### config.mk
export PLATFORM = sky130hd
export DESIGN_NAME = mc_control_fsm
export DESIGN_NICKNAME = d
export VERILOG_FILES = /design/src/rtl/rv_ctrl_pkg.sv /design/src/rtl/mem_wait_timer.sv /design/src/rtl/mc_control_fsm.sv
export SDC_FILE = /design/constraint.sdc
export NUM_CORES = 1
export LEC_CHECK = 0
export CORE_MARGIN = 3
export CORE_UTILIZATION = 57
export DETAILED_ROUTE_END_ITERATION = 8
export PLACE_DENSITY = 0.86
export SLEW_MARGIN = 20
export SYNTH_ARGS = -nofsm -noshare
export SYNTH_HDL_FRONTEND = slang
export SYNTH_SLANG_ARGS = --single-unit
### constraint.sdc
create_clock -name clk -period 6.28 [get_ports clk]
set_clock_uncertainty 0.1 [all_clocks]
set_input_delay 1.884 -clock clk [delete_from_list [all_inputs] [get_ports clk]]
set_output_delay 1.884 -clock clk [all_outputs]
set_load 0.05 [all_outputs]
### src/rtl/rv_ctrl_pkg.sv
// Shared encodings for the multi-cycle RISC-V control unit: opcodes, states,
// datapath select codes and the per-state control decode.
package rv_ctrl_pkg;

    localparam logic [4:0] OPC_R      = 5'b01100;
    localparam logic [4:0] OPC_I      = 5'b00100;
    localparam logic [4:0] OPC_LOAD   = 5'b00000;
    localparam logic [4:0] OPC_STORE  = 5'b01000;
    localparam logic [4:0] OPC_BRANCH = 5'b11000;
    localparam logic [4:0] OPC_JAL    = 5'b11011;
    localparam logic [4:0] OPC_JALR   = 5'b11001;
    localparam logic [4:0] OPC_LUI    = 5'b01101;
    localparam logic [4:0] OPC_AUIPC  = 5'b00101;

    typedef enum logic [2:0] {
        ST_IDLE,
        ST_FETCH,
        ST_DECODE,
        ST_EXEC,
        ST_MEM,
        ST_WB,
        ST_TRAP
    } state_t;

    localparam logic [1:0] ALU_ADD    = 2'b00;
    localparam logic [1:0] ALU_BRANCH = 2'b01;
    localparam logic [1:0] ALU_FUNCT  = 2'b10;

    localparam logic [1:0] WRF_MEM    = 2'b00;
    localparam logic [1:0] WRF_PC4    = 2'b01;
    localparam logic [1:0] WRF_ALU    = 2'b10;
    localparam logic [1:0] WRF_IMM    = 2'b11;

    localparam logic [1:0] PC_PLUS4   = 2'b00;
    localparam logic [1:0] PC_TARGET  = 2'b01;
    localparam logic [1:0] PC_JALR    = 2'b10;

    localparam logic [1:0] SRCA_PC    = 2'b00;
    localparam logic [1:0] SRCA_RS1   = 2'b01;
    localparam logic [1:0] SRCA_OLDPC = 2'b10;

    localparam logic [1:0] SRCB_RS2   = 2'b00;
    localparam logic [1:0] SRCB_IMM   = 2'b01;
    localparam logic [1:0] SRCB_FOUR  = 2'b10;

    localparam logic [1:0] TRAP_NONE    = 2'b00;
    localparam logic [1:0] TRAP_ILLEGAL = 2'b01;
    localparam logic [1:0] TRAP_TIMEOUT = 2'b10;

    typedef struct packed {
        logic       mem_req;
        logic       mem_we;
        logic       iord;
        logic       pc_write;
        logic       pc_write_cond;
        logic [1:0] pc_src;
        logic [1:0] alu_src_a;
        logic [1:0] alu_src_b;
        logic [1:0] alu_op;
        logic [1:0] wrf_sel;
        logic       reg_write;
        logic       busy;
    } ctrl_t;

    function automatic logic opc_known(input logic [4:0] opc);
        return (opc == OPC_R)      || (opc == OPC_I)     || (opc == OPC_LOAD) ||
               (opc == OPC_STORE)  || (opc == OPC_BRANCH) || (opc == OPC_JAL) ||
               (opc == OPC_JALR)   || (opc == OPC_LUI)   || (opc == OPC_AUIPC);
    endfunction

    // Moore control word for a state; the handshake-dependent strobes are added by the top.
    function automatic ctrl_t ctrl_decode(input state_t st, input logic [4:0] opc);
        ctrl_t c;
        c = '0;
        case (st)
            ST_FETCH: begin
                c.busy      = 1'b1;
                c.mem_req   = 1'b1;
                c.alu_src_a = SRCA_PC;
                c.alu_src_b = SRCB_FOUR;
                c.alu_op    = ALU_ADD;
                c.pc_src    = PC_PLUS4;
            end
            ST_DECODE: begin
                c.busy      = 1'b1;
                c.alu_src_a = SRCA_OLDPC;
                c.alu_src_b = SRCB_IMM;
                c.alu_op    = ALU_ADD;
            end
            ST_EXEC: begin
                c.busy = 1'b1;
                case (opc)
                    OPC_R, OPC_I: begin
                        c.alu_src_a = SRCA_RS1;
                        c.alu_src_b = (opc == OPC_R) ? SRCB_RS2 : SRCB_IMM;
                        c.alu_op    = ALU_FUNCT;
                    end
                    OPC_LOAD, OPC_STORE: begin
                        c.alu_src_a = SRCA_RS1;
                        c.alu_src_b = SRCB_IMM;
                        c.alu_op    = ALU_ADD;
                    end
                    OPC_BRANCH: begin
                        c.alu_src_a     = SRCA_RS1;
                        c.alu_src_b     = SRCB_RS2;
                        c.alu_op        = ALU_BRANCH;
                        c.pc_write_cond = 1'b1;
                        c.pc_src        = PC_TARGET;
                    end
                    OPC_JAL: begin
                        c.pc_write  = 1'b1;
                        c.pc_src    = PC_TARGET;
                        c.reg_write = 1'b1;
                        c.wrf_sel   = WRF_PC4;
                    end
                    OPC_JALR: begin
                        c.alu_src_a = SRCA_RS1;
                        c.alu_src_b = SRCB_IMM;
                        c.pc_write  = 1'b1;
                        c.pc_src    = PC_JALR;
                        c.reg_write = 1'b1;
                        c.wrf_sel   = WRF_PC4;
                    end
                    OPC_LUI, OPC_AUIPC: begin
                        c.reg_write = 1'b1;
                        c.wrf_sel   = WRF_IMM;
                    end
                    default: ;
                endcase
            end
            ST_MEM: begin
                c.busy    = 1'b1;
                c.mem_req = 1'b1;
                c.iord    = 1'b1;
                c.mem_we  = (opc == OPC_STORE);
            end
            ST_WB: begin
                c.busy      = 1'b1;
                c.reg_write = 1'b1;
                c.wrf_sel   = (opc == OPC_LOAD) ? WRF_MEM : WRF_ALU;
            end
            default: ;
        endcase
        return c;
    endfunction

endpackage

### src/rtl/mem_wait_timer.sv
// Counts stalled memory cycles within one FETCH/MEM visit and flags expiry
// when the count has reached TIMEOUT and memory is still not ready.
module mem_wait_timer #(
    parameter int TIMEOUT = 15
) (
    input  logic clk,
    input  logic rst_n,
    input  logic clear,
    input  logic waiting,
    output logic expired
);

    localparam int CW = (TIMEOUT > 0) ? $clog2(TIMEOUT + 1) : 1;
    localparam logic [CW-1:0] LIMIT = CW'(TIMEOUT);
    localparam logic [CW-1:0] ONE   = CW'(1);

    logic [CW-1:0] count_reg;

    // Saturates at LIMIT so a disabled timeout (TIMEOUT=0) never counts.
    always_ff @(posedge clk or negedge rst_n) begin
        if (!rst_n) begin
            count_reg <= '0;
        end else if (clear) begin
            count_reg <= '0;
        end else if (waiting && (count_reg != LIMIT)) begin
            count_reg <= count_reg + ONE;
        end
    end

    assign expired = (TIMEOUT > 0) && waiting && (count_reg == LIMIT);

endmodule

### src/rtl/mc_control_fsm.sv
// Multi-cycle instruction sequencer: steps FETCH/DECODE/EXEC/MEM/WB, drives the
// datapath controls, handshakes with memory, traps and counts retirements.
module mc_control_fsm
    import rv_ctrl_pkg::*;
#(
    parameter int OPC_W   = 5,
    parameter int TIMEOUT = 15,
    parameter int CNT_W   = 32
) (
    input  logic             clk,
    input  logic             rst_n,
    input  logic             run,
    input  logic [OPC_W-1:0] opcode,
    input  logic             mem_ready,
    output logic             mem_req,
    output logic             mem_we,
    output logic             iord,
    output logic             ir_write,
    output logic             pc_write,
    output logic             pc_write_cond,
    output logic [1:0]       pc_src,
    output logic [1:0]       alu_src_a,
    output logic [1:0]       alu_src_b,
    output logic [1:0]       alu_op,
    output logic [1:0]       wrf_sel,
    output logic             reg_write,
    output logic             busy,
    output logic             trap,
    output logic [1:0]       trap_cause,
    output logic [CNT_W-1:0] instret
);

    localparam logic [CNT_W-1:0] CNT_ONE = CNT_W'(1);

    state_t           state_reg, state_next;
    logic [OPC_W-1:0] opc_reg, opc_next;
    ctrl_t            ctrl_reg;
    logic             trap_reg;
    logic [1:0]       trap_cause_reg, cause_next;
    logic [CNT_W-1:0] instret_reg;
    logic             retire;
    logic             timed_out;
    logic             mem_wait;

    assign ir_write = (state_reg == ST_FETCH) && mem_ready;
    assign opc_next = ir_write ? opcode : opc_reg;
    assign mem_wait = ((state_reg == ST_FETCH) || (state_reg == ST_MEM)) && !mem_ready;

    mem_wait_timer #(
        .TIMEOUT (TIMEOUT)
    ) u_timer (
        .clk     (clk),
        .rst_n   (rst_n),
        .clear   (state_next != state_reg),
        .waiting (mem_wait),
        .expired (timed_out)
    );

    always_comb begin
        state_next = state_reg;
        cause_next = TRAP_NONE;
        retire     = 1'b0;
        case (state_reg)
            ST_IDLE: begin
                if (run) state_next = ST_FETCH;
            end
            ST_FETCH: begin
                if (mem_ready) begin
                    state_next = ST_DECODE;
                end else if (timed_out) begin
                    state_next = ST_TRAP;
                    cause_next = TRAP_TIMEOUT;
                end
            end
            ST_DECODE: begin
                if (opc_known(opc_reg)) begin
                    state_next = ST_EXEC;
                end else begin
                    state_next = ST_TRAP;
                    cause_next = TRAP_ILLEGAL;
                end
            end
            ST_EXEC: begin
                case (opc_reg)
                    OPC_R, OPC_I:         state_next = ST_WB;
                    OPC_LOAD, OPC_STORE:  state_next = ST_MEM;
                    OPC_BRANCH, OPC_JAL, OPC_JALR, OPC_LUI, OPC_AUIPC: begin
                        state_next = ST_FETCH;
                        retire     = 1'b1;
                    end
                    default: begin
                        state_next = ST_TRAP;
                        cause_next = TRAP_ILLEGAL;
                    end
                endcase
            end
            ST_MEM: begin
                if (mem_ready) begin
                    if (opc_reg == OPC_STORE) begin
                        state_next = ST_FETCH;
                        retire     = 1'b1;
                    end else begin
                        state_next = ST_WB;
                    end
                end else if (timed_out) begin
                    state_next = ST_TRAP;
                    cause_next = TRAP_TIMEOUT;
                end
            end
            ST_WB: begin
                state_next = ST_FETCH;
                retire     = 1'b1;
            end
            ST_TRAP: state_next = ST_TRAP;
            default: state_next = ST_IDLE;
        endcase
    end

    // Control word is registered against the next state, so it is a pure
    // function of the state register as seen from outside.
    always_ff @(posedge clk or negedge rst_n) begin
        if (!rst_n) begin
            state_reg      <= ST_IDLE;
            opc_reg        <= '0;
            ctrl_reg       <= '0;
            trap_reg       <= 1'b0;
            trap_cause_reg <= TRAP_NONE;
            instret_reg    <= '0;
        end else begin
            state_reg <= state_next;
            opc_reg   <= opc_next;
            ctrl_reg  <= ctrl_decode(state_next, opc_next);
            if (retire) instret_reg <= instret_reg + CNT_ONE;
            if ((state_next == ST_TRAP) && (state_reg != ST_TRAP)) begin
                trap_reg       <= 1'b1;
                trap_cause_reg <= cause_next;
            end
        end
    end

    assign mem_req       = ctrl_reg.mem_req;
    assign mem_we        = ctrl_reg.mem_we;
    assign iord          = ctrl_reg.iord;
    assign pc_write      = ctrl_reg.pc_write | ir_write;
    assign pc_write_cond = ctrl_reg.pc_write_cond;
    assign pc_src        = ctrl_reg.pc_src;
    assign alu_src_a     = ctrl_reg.alu_src_a;
    assign alu_src_b     = ctrl_reg.alu_src_b;
    assign alu_op        = ctrl_reg.alu_op;
    assign wrf_sel       = ctrl_reg.wrf_sel;
    assign reg_write     = ctrl_reg.reg_write;
    assign busy          = ctrl_reg.busy;
    assign trap          = trap_reg;
    assign trap_cause    = trap_cause_reg;
    assign instret       = instret_reg;

endmodule

==> impl_metrics.tcl, run 1 <==
set metrics [dict create \
    clk_pin_slew_ns 0.07 \
    fp.dieArea_mm2 0.00690 \
    initial_core_util_pct 60.0 \
    layout_common_cells "sky130_fd_sc_hd__dfrtp_1 (64), sky130_fd_sc_hd__clkdlybuf4s50_1 (58), sky130_fd_sc_hd__nand2_1 (27)" \
    cts-resized-gates 0 \
    synth-adder-area-share_pct 0.739 \
    netlist-cell-type-count 55 \
    clock_tree.root_cell "sky130_fd_sc_hd__clkbuf_8" \
    via_cell_ratio 6.10 \
    synth.net_count 344 \
    gp_routability_congestion 0.862 \
    run_status "completed" \
    met1_routed_wirelength_after_detailed_routing_mm 3.24 \
    post_synth_xor_area_fraction_pct 9.05 \
    remaining_drc_errors 0 \
    dp.final_hpwl_mm 5.24 \
    max-slew-margin-rel_pct 38.1 \
    cts.htree.levels 3 \
    cp.required_ns 4.30 \
    final_period_minus_worst_setup_slack_ns 5.55 \
    synthesis.yosys.warnings 0 \
    ys_seq_elements 64 \
    max_clock_freq_mhz 180 \
    synth-edff-count 0 \
    finalPower_mw 0.760 \
    power.leakage_nw 1.66 \
    final_layout_size_suffix_gt1_share_pct 10.6 \
    grt_first_pass_wirelength_mm 13.3 \
    drt.antenna.violating_nets 0 \
    rsz0062_at_grt "false" \
    r2r_start "state_reg[0]" \
    synth_cells 333 \
    drv_cap 0 \
    post_cts_repair_setup_buffers 0 \
    timing_worst_setup_path_type "primary input to output pin" \
    pre_antenna_drt_iters 4 \
    power.switching_fraction_pct 20.2 \
    cts-root-to-sink-buffers 2 \
    dp.cells 446 \
    share_clk_of_total_power_pct 43.4 \
    worst_ep_arrival_time_ns 3.56 \
    timing_worst_slew_pin_value_ns 0.929 \
    synth_sequential_area_ratio_pct 47.3 \
    detailedRoute.firstIterationViolations 316 \
    floorplan.io_pins 62 \
    final_common_cell "sky130_fd_sc_hd__dfrtp_1" \
    final-hold-violation-count 0 \
    vias 2802 \
    wl_met2_mm 3.82 \
    switchingPower_mw 0.153 \
    gr-total-overflow 0 \
    grt_start_max_net_pins 65 \
    asyncSetResetFlopFracSynth_pct 100 \
    synth-simple-area-share_pct 25.2 \
    setup_violations 0 \
    slew_violations 0 \
    post_synth_mux_area_share_pct 2.25 \
    seq_power_share_pct 54.2 \
    max_ffs_per_register 32 \
    powerDensity_mw_per_mm2 183 \
    met3_wirelength_um 484 \
    postRouteWirelength_mm 7.70 \
    min_period_over_period_pct 88.3 \
    ys_dominant_reg_cell "sky130_fd_sc_hd__dfrtp_1" \
    synth_top_family_by_area "simple AND/OR/NAND/NOR gates" \
    min-delay-path-class "flop to flop" \
    peakVddDrop_mv 0.124 \
    num_antenna_cells 0 \
    die_height_um 83.1 \
    tns_ns 0 \
    number_of_nets_in_the_layout 396 \
    place.port_buffers 61 \
    cellInternalPower_mw 0.607 \
    cts-buffers-inserted 9 \
    worst_setup_path_end_kind "output pin" \
    combinationalPowerShare_pct 2.4 \
    clkSinkCount 64 \
    synth_area_in_compound_gates_pct 10.1 \
    grt_util_all_layers_pct 23.5 \
    highest_layer "met4" \
    hp-start "instret[31]" \
    antenna_found_initial 0 \
    critical_path_peak_fanout 13 \
    finish.utilization_pct 73.7 \
    post_synthesis_average_cell_area_um2 10.2 \
    die_width_um 83.1 \
    core_region_area_mm2 0.00564 \
    worst_skew_pair.late_latency_ns 0.32 \
    tritoncts "done" \
    cts.hold.buffers_added 0 \
    dr_wl_cell_um 16.8 \
    startpoint "mem_ready" \
    layoutNonFillerInstCount 459 \
    number_of_global_route_vias_before_repair 2706 \
    mappedNetlistArea_mm2 0.00339 \
    setup.worst_path.start_class "primary input" \
    row_count 27 \
    synthToLayoutAreaGrowth_pct 22.8 \
]
## worst max-delay path, stage by stage
cell                              delay, ns
sky130_fd_sc_hd__clkdlybuf4s50_1       0.71
sky130_fd_sc_hd__nor4bb_2              0.60
sky130_fd_sc_hd__or2_2                 0.23
sky130_fd_sc_hd__buf_12                0.13
## kinds of logic after synthesis
kind of cell,Yosys count
compound gates,52
xor+xnor,35
fa+ha+maj,2
buf+inv,31
flops,64
mux,7
simple gates,142
## Yosys cell counts (2+ instances only)
library cell,number,share of area (%)
sky130_fd_sc_hd__a211o_1,2,0.52
sky130_fd_sc_hd__a211oi_1,4,0.89
sky130_fd_sc_hd__a21oi_1,8,1.2
sky130_fd_sc_hd__a22oi_1,4,0.89
sky130_fd_sc_hd__a31oi_1,6,1.1
sky130_fd_sc_hd__and2_1,3,0.55
sky130_fd_sc_hd__and3_1,7,1.3
sky130_fd_sc_hd__and3b_1,2,0.52
sky130_fd_sc_hd__and4_1,2,0.52
sky130_fd_sc_hd__and4bb_2,2,0.74
sky130_fd_sc_hd__buf_2,6,0.89
sky130_fd_sc_hd__buf_4,11,2.4
sky130_fd_sc_hd__buf_6,2,0.67
sky130_fd_sc_hd__clkbuf_1,3,0.33
sky130_fd_sc_hd__dfrtp_1,64,47
sky130_fd_sc_hd__ha_1,2,0.74
sky130_fd_sc_hd__inv_1,9,1.0
sky130_fd_sc_hd__mux2_2,2,0.67
sky130_fd_sc_hd__mux2i_1,4,1.2
sky130_fd_sc_hd__nand2_1,27,3.0
sky130_fd_sc_hd__nand2b_1,4,0.74
sky130_fd_sc_hd__nand3_1,18,2.7
sky130_fd_sc_hd__nand4_1,13,2.4
sky130_fd_sc_hd__nor2_1,22,2.4
sky130_fd_sc_hd__nor2b_1,3,0.55
sky130_fd_sc_hd__nor3_1,10,1.5
sky130_fd_sc_hd__nor3_2,6,1.8
sky130_fd_sc_hd__nor3b_1,3,0.67
sky130_fd_sc_hd__nor3b_2,2,0.74
sky130_fd_sc_hd__nor4_1,2,0.37
sky130_fd_sc_hd__nor4_2,6,2.2
sky130_fd_sc_hd__nor4bb_1,2,0.59
sky130_fd_sc_hd__o211ai_1,2,0.44
sky130_fd_sc_hd__o21ai_0,10,1.5
sky130_fd_sc_hd__o22a_1,2,0.52
sky130_fd_sc_hd__o22ai_1,4,0.74
sky130_fd_sc_hd__or2_2,3,0.55
sky130_fd_sc_hd__xnor2_1,17,4.4
sky130_fd_sc_hd__xor2_1,18,4.7
## through the flow
step	hold slack [ns]	setup slack [ns]	instance area (µm²)
detailed placement	0.369	0.703	3980
global placement	0.358	0.751	3980
global route	0.391	0.595	4160
floorplan	0.468	1.32	3390
finish	0.378	0.734	4160
CTS	0.378	0.721	4160
## cell type report
type                    instances  area, µm²
repair buffers                 63        641
clock buffers                  12        145
inverters                       9       33.8
multi-input cells             238       1620
fillers                       385       1480
well taps                      72       90.1
clock inverters                 1       30.0
flip-flops and latches         64       1600
## power by group through the flow
stage	sequential, mW	clock (mW)	combinational, mW
finish	0.412	0.330	0.0182
global route	0.412	0.351	0.0209
CTS	0.412	0.335	0.0187
detailed placement	0.420	0	0.0186
global placement	0.420	0	0.0184
floorplan	0.420	0	0.00368
## worst paths after layout
path                                     end  slack [ns]  depth (start not counted)
worst max-delay path                pc_write        0.73                          4
worst min-delay path             instret[31]        0.38                          1
worst max register to register    wrf_sel[1]        3.45                          5
worst min register to register   instret[31]        0.38                          1
max in group asynchronous       alu_src_a[0]        3.94                          2
min in group asynchronous        instret[25]        1.61                          2
## metal layers
metal,GRT usage [%],vias to the layer above
met5,0,-
met4,8.92,0
met3,4.27,19
met2,37.5,118
met1,32.0,1374
li1,-,1291
(Power assumes the default switching activity.)
==> run 2, diff against run 1 <==
--- a/config.mk
+++ b/config.mk
@@ -8,7 +8,9 @@
 export CORE_MARGIN = 3
 export CORE_UTILIZATION = 57
 export DETAILED_ROUTE_END_ITERATION = 8
+export GPL_TIMING_DRIVEN = 1
 export PLACE_DENSITY = 0.86
+export SKIP_LAST_GASP = 1
 export SLEW_MARGIN = 20
 export SYNTH_ARGS = -nofsm -noshare
 export SYNTH_HDL_FRONTEND = slang
==> results of run 2 <==
Same layout as run 1: the final DEF is identical, and so are final timing and power.
